`config.mk`:
```
export PLATFORM = sky130hd
export DESIGN_NAME = ovl_next_window
export DESIGN_NICKNAME = d
export VERILOG_FILES = /design/src/rtl/ovl_next_window_pkg.sv /design/src/rtl/ovl_next_window_lane.sv /design/src/rtl/ovl_next_window.sv
export SDC_FILE = /design/constraint.sdc
export NUM_CORES = 1
export LEC_CHECK = 0
export ABC_AREA = 0
export CORE_UTILIZATION = 49
export CTS_CLUSTER_DIAMETER = 50
export DETAILED_ROUTE_END_ITERATION = 12
export HOLD_SLACK_MARGIN = 0.15
export PLACE_DENSITY = 0.73
export SLEW_MARGIN = 20
export SYNTH_ARGS = -nofsm -noshare
export SYNTH_HDL_FRONTEND = slang
export SYNTH_SLANG_ARGS = --single-unit
```
`constraint.sdc`:
```
create_clock -name clk -period 7.5 [get_ports clk]
set_input_delay 1.5 -clock clk [delete_from_list [all_inputs] [get_ports clk]]
set_output_delay 1.5 -clock clk [all_outputs]
set_load 0.05 [all_outputs]
```
`src/rtl/ovl_next_window_pkg.sv`:
```
// Shared definitions for the next-window checker: fire-class indices,
// window limit and the saturating adder used by the coverage counters.
package ovl_next_pkg;

  localparam int MISSING_TEST  = 0;
  localparam int MISSING_START = 1;
  localparam int OVERLAP       = 2;
  localparam int XZ            = 3;
  localparam int NUM_FIRE      = 4;

  localparam int MAX_CKS_LIMIT = 64;

  // Clamps a + b to 2^w-1; also catches the 64-bit carry-out when w == 64.
  function automatic logic [63:0] sat_add(input logic [63:0] a, input logic [63:0] b,
                                          input int unsigned w);
    logic [63:0] lim;
    logic [63:0] sum;
    lim = (w >= 64) ? '1 : ((64'd1 << w) - 64'd1);
    sum = a + b;
    if (sum > lim || sum < a) return lim;
    return sum;
  endfunction

endpackage

```
`src/rtl/ovl_next_window_lane.sv`:
```
// One channel of the next-window checker: age-indexed pending starts,
// registered fire pulses and this cycle's start/met increments.
module ovl_next_window_lane
  import ovl_next_pkg::*;
#(
  parameter int MIN_CKS             = 1,
  parameter int MAX_CKS             = 4,
  parameter bit CHECK_OVERLAPPING   = 1'b1,
  parameter bit CHECK_MISSING_START = 1'b1,
  parameter int MET_W               = $clog2(MAX_CKS + 1)
) (
  input  logic                clk,
  input  logic                reset,
  input  logic                enable,
  input  logic                xzcheck_enable,
  input  logic                start_event,
  input  logic                test_expr,
  output logic [NUM_FIRE-1:0] fire,
  output logic                start_inc,
  output logic [MET_W-1:0]    met_inc
);

  function automatic logic [MAX_CKS:1] range_mask(input int lo, input int hi);
    logic [MAX_CKS:1] m;
    m = '0;
    for (int k = 1; k <= MAX_CKS; k++) m[k] = (k >= lo) && (k <= hi);
    return m;
  endfunction

  localparam logic [MAX_CKS:1] WIN_MASK   = range_mask(MIN_CKS, MAX_CKS);
  localparam logic [MAX_CKS:1] YOUNG_MASK = range_mask(1, MAX_CKS - 1);

  logic [MAX_CKS:1] pend, pend_nxt, cleared, kept;
  logic             se, te, xz, win;

  always_comb begin
    se = start_event;
    te = test_expr;
    xz = 1'b0;
`ifndef SYNTHESIS
    if (xzcheck_enable && $isunknown({start_event, test_expr})) begin
      se = 1'b0;
      te = 1'b0;
      xz = 1'b1;
    end
`endif
    win     = |(pend & WIN_MASK);
    cleared = (te && win) ? (pend & WIN_MASK) : '0;
    kept    = pend & ~cleared;
    // Age 0 start enters at age 1 untouched by this cycle's test_expr.
    pend_nxt    = '0;
    pend_nxt[1] = se;
    for (int k = 2; k <= MAX_CKS; k++) pend_nxt[k] = kept[k-1];
  end

  assign start_inc = enable & se;
  assign met_inc   = enable ? MET_W'($countones(cleared)) : '0;

  always_ff @(posedge clk) begin
    if (reset || !enable) begin
      pend <= '0;
      fire <= '0;
    end else begin
      pend                <= pend_nxt;
      fire[MISSING_TEST]  <= pend[MAX_CKS] & ~te;
      fire[MISSING_START] <= CHECK_MISSING_START & te & ~win;
      fire[OVERLAP]       <= CHECK_OVERLAPPING & se & (|(pend & YOUNG_MASK));
      fire[XZ]            <= xz;
    end
  end

endmodule

```
`src/rtl/ovl_next_window.sv`:
```
// Multi-channel next-window checker: NUM_CH independent lanes plus shared
// saturating coverage counters of accepted and satisfied starts.
module ovl_next_window
  import ovl_next_pkg::*;
#(
  parameter int NUM_CH              = 4,
  parameter int MIN_CKS             = 1,
  parameter int MAX_CKS             = 4,
  parameter bit CHECK_OVERLAPPING   = 1'b1,
  parameter bit CHECK_MISSING_START = 1'b1,
  parameter int CNT_W               = 16
) (
  input  logic              clk,
  input  logic              reset,
  input  logic              enable,
  input  logic              xzcheck_enable,
  input  logic [NUM_CH-1:0] start_event,
  input  logic [NUM_CH-1:0] test_expr,
  output logic [NUM_CH-1:0] fire_missing_test,
  output logic [NUM_CH-1:0] fire_missing_start,
  output logic [NUM_CH-1:0] fire_overlap,
  output logic [NUM_CH-1:0] fire_xz,
  output logic [CNT_W-1:0]  cov_start_count,
  output logic [CNT_W-1:0]  cov_met_count
);

  if (MIN_CKS < 1 || MAX_CKS < MIN_CKS || MAX_CKS > MAX_CKS_LIMIT) begin : g_bad_param
    $error("ovl_next_window: illegal MIN_CKS/MAX_CKS combination");
  end

  localparam int MET_W = $clog2(MAX_CKS + 1);
  localparam int SUM_W = $clog2(NUM_CH * MAX_CKS + 1);

  logic [NUM_CH-1:0][NUM_FIRE-1:0] fire;
  logic [NUM_CH-1:0]               start_inc;
  logic [NUM_CH-1:0][MET_W-1:0]    met_inc;
  logic [SUM_W-1:0]                start_sum, met_sum;

  for (genvar c = 0; c < NUM_CH; c++) begin : g_lane
    ovl_next_window_lane #(
      .MIN_CKS            (MIN_CKS),
      .MAX_CKS            (MAX_CKS),
      .CHECK_OVERLAPPING  (CHECK_OVERLAPPING),
      .CHECK_MISSING_START(CHECK_MISSING_START),
      .MET_W              (MET_W)
    ) u_lane (
      .clk           (clk),
      .reset         (reset),
      .enable        (enable),
      .xzcheck_enable(xzcheck_enable),
      .start_event   (start_event[c]),
      .test_expr     (test_expr[c]),
      .fire          (fire[c]),
      .start_inc     (start_inc[c]),
      .met_inc       (met_inc[c])
    );
    assign fire_missing_test[c]  = fire[c][MISSING_TEST];
    assign fire_missing_start[c] = fire[c][MISSING_START];
    assign fire_overlap[c]       = fire[c][OVERLAP];
    assign fire_xz[c]            = fire[c][XZ];
  end

  always_comb begin
    start_sum = '0;
    met_sum   = '0;
    for (int c = 0; c < NUM_CH; c++) begin
      start_sum = start_sum + SUM_W'(start_inc[c]);
      met_sum   = met_sum + SUM_W'(met_inc[c]);
    end
  end

  // Increments are already zero while disabled, so counters hold then.
  always_ff @(posedge clk) begin
    if (reset) begin
      cov_start_count <= '0;
      cov_met_count   <= '0;
    end else begin
      cov_start_count <= CNT_W'(sat_add(64'(cov_start_count), 64'(start_sum), CNT_W));
      cov_met_count   <= CNT_W'(sat_add(64'(cov_met_count), 64'(met_sum), CNT_W));
    end
  end

endmodule

```
==> load_flow_metrics.sql, run 1 <==
INSERT INTO impl_metrics (metric_group, metric, value, unit) VALUES
('detailed_routing', 'route.antenna.remaining_nets', '0', ''),
('final_layout', 'mostFrequentLayoutCells', '60 x dfxtp_1, 52 x clkdlybuf4s50_1, 42 x inv_1', ''),
('clock_network', 'number_of_cts_inserted_buffers', '9', ''),
('detailed_routing', 'route.detailed.vias_per_inst', '5.34', ''),
('timing', 'final.period_utilization', '94.6', '%'),
('critical_path', 'rr_startpoint', 'g_lane[1].u_lane.pend[2]', ''),
('clock_network', 'post_cts_clock_slew_at_the_launch_and_capture_registers_of_the_worst_setup_and_hold_paths', '0.08', 'ns'),
('final_layout', 'syn_to_final_growth', '24.9', '%'),
('critical_path', 'timing.reg2reg.worst_path_depth', '24', ''),
('run_status', 'outcome', 'finished, final reports clean', ''),
('clock_network', 'cts_hold_buf', '0', ''),
('clock_network', 'insertion_delay', '0.35', 'ns'),
('timing', 'setup_ws', '0.404', 'ns'),
('floorplan', 'die-area', '8120', 'um^2'),
('place', 'place.port_buffers', '54', ''),
('logic_synthesis', 'combinational_family_with_the_most_area_after_synthesis', 'adder cells', ''),
('final_layout', 'antenna_diode_instance_count', '0', ''),
('logic_synthesis', 'synthDistinctLibCells', '58', ''),
('logic_synthesis', 'synth_enable_flop_cells', '0', ''),
('floorplan', 'initial_utilization', '51.6', '%'),
('critical_path', 'cp_data_required_time', '7.75', 'ns'),
('detailed_routing', 'route.final.wire_length', '7880', 'um'),
('place', 'placed_instances', '561', ''),
('grt', 'antenna_found_initial', '0', ''),
('timing', 'setup_repair_after_global_routing_missed_its_margin', 'false', ''),
('detailed_routing', 'drt_iter0_markers', '104', ''),
('final_layout', 'final_common_cell', 'dfxtp_1', ''),
('grt', 'grt_util_all_layers', '21.0', '%'),
('detailed_routing', 'total_via_count_after_detailed_routing', '3082', ''),
('critical_path', 'worstSetupPathType', 'in -> reg', ''),
('timing', 'max_slew.worst_pin.slew', '0.576', 'ns'),
('final_layout', 'final_core_util', '64.5', '%'),
('logic_synthesis', 'synth_compound_gate_area_share', '14.5', '%'),
('timing', 'final.hold.worst_slack', '0.440', 'ns'),
('floorplan', 'die_w', '90.1', 'um'),
('logic_synthesis', 'dominant_register_cell_in_the_synthesized_netlist', 'dfxtp_1', ''),
('timing', 'slew_viol_final', '0', ''),
('critical_path', 'rr_endpoint', 'cov_met_count[12]', ''),
('worst_hold_path', 'min_delay_path_depth', '1', ''),
('logic_synthesis', 'synth.yosys.warnings', '0', ''),
('final_layout', 'final_cells', '577', ''),
('critical_path', 'cp_data_arrival_time', '7.35', 'ns'),
('grt', 'first_global_vias', '3052', ''),
('timing', 'finalSetupViolations', '0', ''),
('floorplan', 'die_height', '90.1', 'um'),
('logic_synthesis', 'yosys-mux-area-fraction', '1.08', '%'),
('detailed_routing', 'wl_per_cell', '13.7', 'um'),
('logic_synthesis', 'post_synth_main_area_contributors', 'dfxtp_1 32%, ha_1 13%, fa_1 7.9%', ''),
('grt', 'overflow', '0', ''),
('timing', 'period_minus_slack', '7.10', 'ns'),
('floorplan', 'num_rows', '31', ''),
('detailed_routing', 'drc_errors', '0', ''),
('logic_synthesis', 'yosysTopAreaCell', 'dfxtp_1', ''),
('grt', 'grt_first_pass_wirelength', '13800', 'um'),
('floorplan', 'design.portCount', '60', ''),
('grt', 'maximum_number_of_pins_on_one_net_before_global_route_repair', '44', ''),
('critical_path', 'path_max_fanout', '11', ''),
('final_layout', 'final_design_area_no_fill', '4750', 'um^2'),
('timing', 'max_freq', '0.141', 'GHz'),
('pwr', 'ir_drop', '0.166', 'mV'),
('worst_hold_path', 'worst_hold_path_type', 'reg -> reg', ''),
('logic_synthesis', 'synth-seq-cells', '60', ''),
('job', 'drv.max_cap_violation_count', '0', ''),
('floorplan', 'core_area', '7370', 'um^2'),
('place', 'detailedPlace.worstSlack', '-0.488', 'ns'),
('worst_hold_path', 'hold_start', 'g_lane[1].u_lane.pend[4]', ''),
('timing', 'maxSlewHeadroom', '61.5', '%'),
('logic_synthesis', 'post_synth_xor_area_fraction', '5.29', '%'),
('clock_network', 'post_cts_buffers', '0', ''),
('logic_synthesis', 'synth-seq-area-share', '31.6', '%'),
('critical_path', 'critical_path.endpoint_type', 'flop', '');
[layout make-up]
class,count,area [um^2]
Clock buffer,9,124
Sequential cell,60,1200
Inverter,42,158
Multi-Input combinational cell,286,2370
Fill cell,631,2620
Clock inverter,7,76.3
Tap cell,99,124
Timing Repair Buffer,74,699
[registers in the layout, summed over array words and instances (netlist names)]
name                flops
cov_met_count          16
g_lane.u_lane.pend     16
g_lane.u_lane.fire     12
cov_start_count        16
[stage by stage]
stage	total power, uW	TNS [ns]
after CTS	1120	0
after global routing	1180	0
after detailed placement	823	-7.03
after floorplan	699	0
after global placement	815	-6.45
final	1120	0
[layer usage]
layer	wire (um)	global-route usage [%]
met1	3480	25.2
met5	0	0
met3	222	3.98
met2	4020	36.1
met4	158	9.68
[critical path, cell delays in order]
cell	delay (ns)
dlymetal6s2s_1	0.17
and2_1	0.16
ha_1	0.29
ha_1	0.21
fa_1	0.49
nand2_1	0.07
fa_1	0.50
fa_1	0.52
fa_1	0.55
inv_1	0.04
ha_1	0.21
fa_1	0.40
a21o_1	0.18
a21oi_1	0.18
nor2b_1	0.09
o21ai_2	0.15
inv_1	0.08
and3_1	0.18
ha_1	0.30
xor2_1	0.17
nand2b_1	0.08
mux2i_1	0.07
o31a_1	0.27
buf_4	0.19
o32ai_1	0.30
[cell usage after synthesis, types with 3 or more instances]
cell      number
a21oi_1        8
xnor2_1       15
nor3_1         6
or3_1          3
dfxtp_1       60
mux2i_1        3
o31ai_1        6
nor2_1        14
o211ai_1       3
nand3_1        3
nand2b_1       6
nand4_1        4
and2_1        40
ha_1          41
o21ai_0       22
fa_1          15
clkbuf_1       8
buf_2          3
and3_1         7
o32ai_1       13
inv_1         42
xor2_1         8
nor2b_1        3
nand2_1       23
buf_4          4
a21o_1         3
[logic make-up (layout without fill, tap and decap cells)]
family,Yosys count,in the layout
AND/OR/NAND/NOR,125,125
AO/OA/AOI/OAI,74,74
flip-flops,60,60
buffers and inverters,59,132
adder cells (fa/ha/maj),56,56
XOR/XNOR,23,23
multiplexers,4,4
other,1,4
[worst max-delay path by stage]
| stage | end | from | cells past startpoint | slack (ns) |
|---|---|---|---|---|
| 5_1_grt | cov_met_count[12] | test_expr[1] | 25 | 0.07 |
| 2_1_floorplan | cov_met_count[11] | test_expr[0] | 23 | 0.28 |
| 3_3_place_gp | cov_met_count[2] | test_expr[0] | 24 | -0.44 |
| 3_5_place_dp | cov_met_count[12] | test_expr[0] | 24 | -0.49 |
| 4_1_cts | cov_met_count[12] | test_expr[0] | 25 | 0.002 |
| 6_report | cov_met_count[12] | test_expr[1] | 25 | 0.40 |
[power breakdown]
part	leakage (uW)	switching [uW]	internal [uW]
Combinational	0.00167	260	161
Sequential	0.000496	45.3	353
Clock	0.0000958	143	155
Total	0.00226	448	669
[what timing repair did]
action,in CTS,in global routing
hold endpoints to repair,0,0
endpoints found under the setup margin,16,16
pin swaps,1,2
cloned,0,0
gates resized for setup,2,4
Note: power is estimated with default switching activity, not from simulation.
==> run 2: changes to the inputs <==
CORE_ASPECT_RATIO = 1.25   (was not set)
CORE_UTILIZATION = 40   (was 49)
DONT_BUFFER_PORTS = 1   (was not set)
PLACE_DENSITY = 0.52   (was 0.73)
==> run 2 against run 1 <==
- largest power group is now registers
- clock skew fell by 0.0058 ns
- via count decreased by 10%
- sequential power rose by 29%
- setup slack improved by 0.067 ns
- largest cell class unchanged
- fmax rose by 0.96%
==> load_flow_metrics.sql, run 2 (synthesis gave the netlist of run 1 again) <==
INSERT INTO impl_metrics (metric_group, metric, value, unit) VALUES
('pwr', 'clkPwrFrac', '35.4', '%'),
('detailed_routing', 'route.antenna.remaining_nets', '0', ''),
('clock_network', 'h-tree-depth', '3', ''),
('floorplan', 'design.portCount', '60', ''),
('clock_network', 'cts-root-buf', 'clkbuf_16', ''),
('critical_path', 'path_max_fanout', '9', ''),
('final_layout', 'syn_to_final_growth', '10.6', '%'),
('timing', 'finalSetupViolations', '0', ''),
('worst_hold_path', 'min_delay_path_depth', '1', ''),
('clock_network', 'post_cts_clock_slew_at_the_launch_and_capture_registers_of_the_worst_setup_and_hold_paths', '0.05', 'ns'),
('detailed_routing', 'wl_per_cell', '14.5', 'um'),
('floorplan', 'num_rows', '39', ''),
('pwr', 'net_switching_fraction_of_the_power', '37.6', '%'),
('floorplan', 'die_height', '111', 'um'),
('pwr', 'fin_total_pwr', '1140', 'uW'),
('grt', 'antenna_found_initial', '0', ''),
('pwr', 'flop_pwr_share', '44.8', '%'),
('clock_network', 'tritoncts', 'done', ''),
('timing', 'fin_worst_skew', '0.00418', 'ns'),
('critical_path', 'r2r_setup_slack', '1.30', 'ns'),
('final_layout', 'layout-drive-gt1-share', '8.07', '%'),
('detailed_routing', 'total_via_count_after_detailed_routing', '2769', ''),
('critical_path', 'critical_path.endpoint_type', 'flop', ''),
('timing', 'final.hold.worst_slack', '0.431', 'ns'),
('critical_path', 'rr_startpoint', 'g_lane[0].u_lane.pend[2]', ''),
('critical_path', 'cp_slowest_cell', 'fa_1', ''),
('worst_hold_path', 'hold_start', 'g_lane[0].u_lane.pend[4]', ''),
('critical_path', 'timing.critical_path.cells', 'and2_1 -> ha_1 -> ha_1 -> fa_1 -> nand2_1 -> fa_1 -> fa_1 -> fa_1 -> inv_1 -> ha_1 -> fa_1 -> a21o_1 -> a21oi_1 -> nor2b_1 -> o21ai_1 -> inv_1 -> and3_1 -> ha_1 -> xor2_1 -> nand2_1 -> a2111oi_4 -> buf_4 -> o32ai_1', ''),
('critical_path', 'path_common_cell', 'fa_1', ''),
('clock_network', 'number_of_cts_inserted_buffers', '9', ''),
('worst_hold_path', 'worst_hold_path_type', 'reg -> reg', ''),
('pwr', 'leakage', '0.00201', 'uW'),
('clock_network', 'insertion_delay', '0.33', 'ns'),
('final_layout', 'num-nets-final', '473', ''),
('pwr', 'power.switching', '430', 'uW'),
('critical_path', 'rr_endpoint', 'cov_met_count[11]', ''),
('job', 'drv.max_cap_violation_count', '0', ''),
('timing', 'period_minus_slack', '7.03', 'ns'),
('detailed_routing', 'route.detailed.vias_per_inst', '5.20', ''),
('critical_path', 'critical_path.startpoint_type', 'input port', ''),
('grt', 'first_global_vias', '2838', ''),
('detailed_routing', 'drc_errors', '0', ''),
('timing', 'tns', '0', 'ns'),
('clock_network', 'cts_repair_resize_count', '0', ''),
('grt', 'grt_util_all_layers', '17.6', '%'),
('grt', 'grt_first_pass_wirelength', '13200', 'um'),
('clock_network', 'cts_hold_buf', '0', ''),
('run_status', 'outcome', 'finished, final reports clean', ''),
('timing', 'maxSlewHeadroom', '55.3', '%'),
('final_layout', 'final_common_cell', 'dfxtp_1', ''),
('critical_path', 'cp_data_required_time', '7.69', 'ns'),
('pwr', 'p_int', '714', 'uW'),
('timing', 'max_freq', '0.142', 'GHz'),
('pwr', 'power.density_cell_area', '272', 'nW/um^2'),
('detailed_routing', 'firstDrtPassIters', '4', ''),
('place', 'placed_instances', '517', ''),
('critical_path', 'timing.critical_path.slowest_cell_delay', '0.55', 'ns'),
('detailed_routing', 'drt_iter0_markers', '50', ''),
('floorplan', 'die_w', '89.3', 'um'),
('worst_hold_path', 'min_delay_worst_endpoint', 'g_lane[0].u_lane.fire[1]', ''),
('place', 'placed_area', '3920', 'um^2'),
('timing', 'timing.final.hold_violations', '0', ''),
('place', 'place.port_buffers', '0', ''),
('grt', 'overflow', '0', ''),
('timing', 'slew_viol_final', '0', ''),
('pwr', 'power_frac_comb', '19.7', '%'),
('floorplan', 'core_area', '9170', 'um^2'),
('final_layout', 'mostFrequentLayoutCells', '60 x dfxtp_1, 42 x inv_1, 41 x ha_1', ''),
('clock_network', 'post_cts_buffers', '0', ''),
('clock_network', 'clock_sinks', '60', ''),
('final_layout', 'largest_registers', 'cov_met_count: 16 flops, cov_start_count: 16 flops, g_lane.u_lane.pend: 16 flops', ''),
('floorplan', 'initial_utilization', '41.5', '%'),
('pwr', 'ir_drop', '0.130', 'mV'),
('final_layout', 'final_cells', '532', ''),
('floorplan', 'die-area', '9910', 'um^2'),
('critical_path', 'worstSetupPathType', 'in -> reg', ''),
('timing', 'setup_repair_after_global_routing_missed_its_margin', 'false', ''),
('place', 'dp.final_hpwl', '5760', 'um'),
('final_layout', 'final_design_area_no_fill', '4210', 'um^2'),
('critical_path', 'cp_data_arrival_time', '7.22', 'ns'),
('timing', 'max_slew.worst_pin.slew', '0.670', 'ns'),
('timing', 'final.period_utilization', '93.7', '%'),
('critical_path', 'timing.reg2reg.worst_path_depth', '23', ''),
('place', 'finalWeightedCongestion', '0.707', ''),
('clock_network', 'clockBufferDepth', '2', ''),
('grt', 'maximum_number_of_pins_on_one_net_before_global_route_repair', '44', ''),
('final_layout', 'antenna_diode_instance_count', '0', ''),
('detailed_routing', 'route.final.wire_length', '7690', 'um');
-- run 2: cell types whose count changed in the layout (fill, tap and decap cells not counted), sizes merged --
| cell | previous run | this run |
|---|---|---|
| clkdlybuf4s50 | 52 | 0 |
| buf | 20 | 6 |
| dlymetal6s2s | 2 | 0 |
| clkbuf | 9 | 10 |
| clkinvlp | 2 | 1 |
| inv | 43 | 42 |
-- run 2: layer usage --
| metal | wire, um | vias up | GRT usage, % |
|---|---|---|---|
| li1 | - | 1391 | - |
| met1 | 3140 | 1314 | 19.9 |
| met2 | 3930 | 52 | 29.5 |
| met3 | 465 | 12 | 5.81 |
| met4 | 161 | 0 | 7.72 |
| met5 | 0 | - | 0 |
-- run 2: worst max path at each step --
stage	startpoint	cells past startpoint	slack [ns]	end
global route	test_expr[0]	23	0.11	cov_met_count[9]
finish	test_expr[0]	23	0.47	cov_met_count[11]
global placement	test_expr[0]	24	0.07	cov_met_count[1]
floorplan	test_expr[0]	23	0.28	cov_met_count[11]
detailed placement	test_expr[0]	23	0.06	cov_met_count[11]
CTS	test_expr[0]	23	0.35	cov_met_count[11]
-- run 2: metrics by stage --
step,util [%],worst slack (ns)
after floorplan,-,0.283
after global placement,42.7,0.0691
after detailed placement,42.7,0.0580
after CTS,45.9,0.346
after global routing,45.9,0.105
final,45.9,0.471
-- run 2: power groups by stage --
stage | registers [uW] | clock network [uW] | logic, uW
after floorplan | 507 | 0 | 192
after global placement | 520 | 0 | 225
after detailed placement | 521 | 0 | 227
after CTS | 514 | 422 | 230
after global routing | 521 | 431 | 260
final | 513 | 406 | 226
-- run 2: layout make-up --
class | count | area, um^2
clock buffers | 10 | 239
flip-flops and latches | 60 | 1200
clock inverters | 5 | 52.6
repair buffers | 6 | 45.0
well taps | 123 | 154
multi-input cells | 286 | 2360
inverters | 42 | 158
fillers | 951 | 4960
-- run 2: critical path: cells and delay by family --
family	cells	cell delay, ns
AOI/OAI and AO/OA	5	1.01
and+or+nand+nor	5	0.62
xor gates and xnor gates	1	0.23
buffers and inverters	3	0.38
adders and majority gates	9	3.48
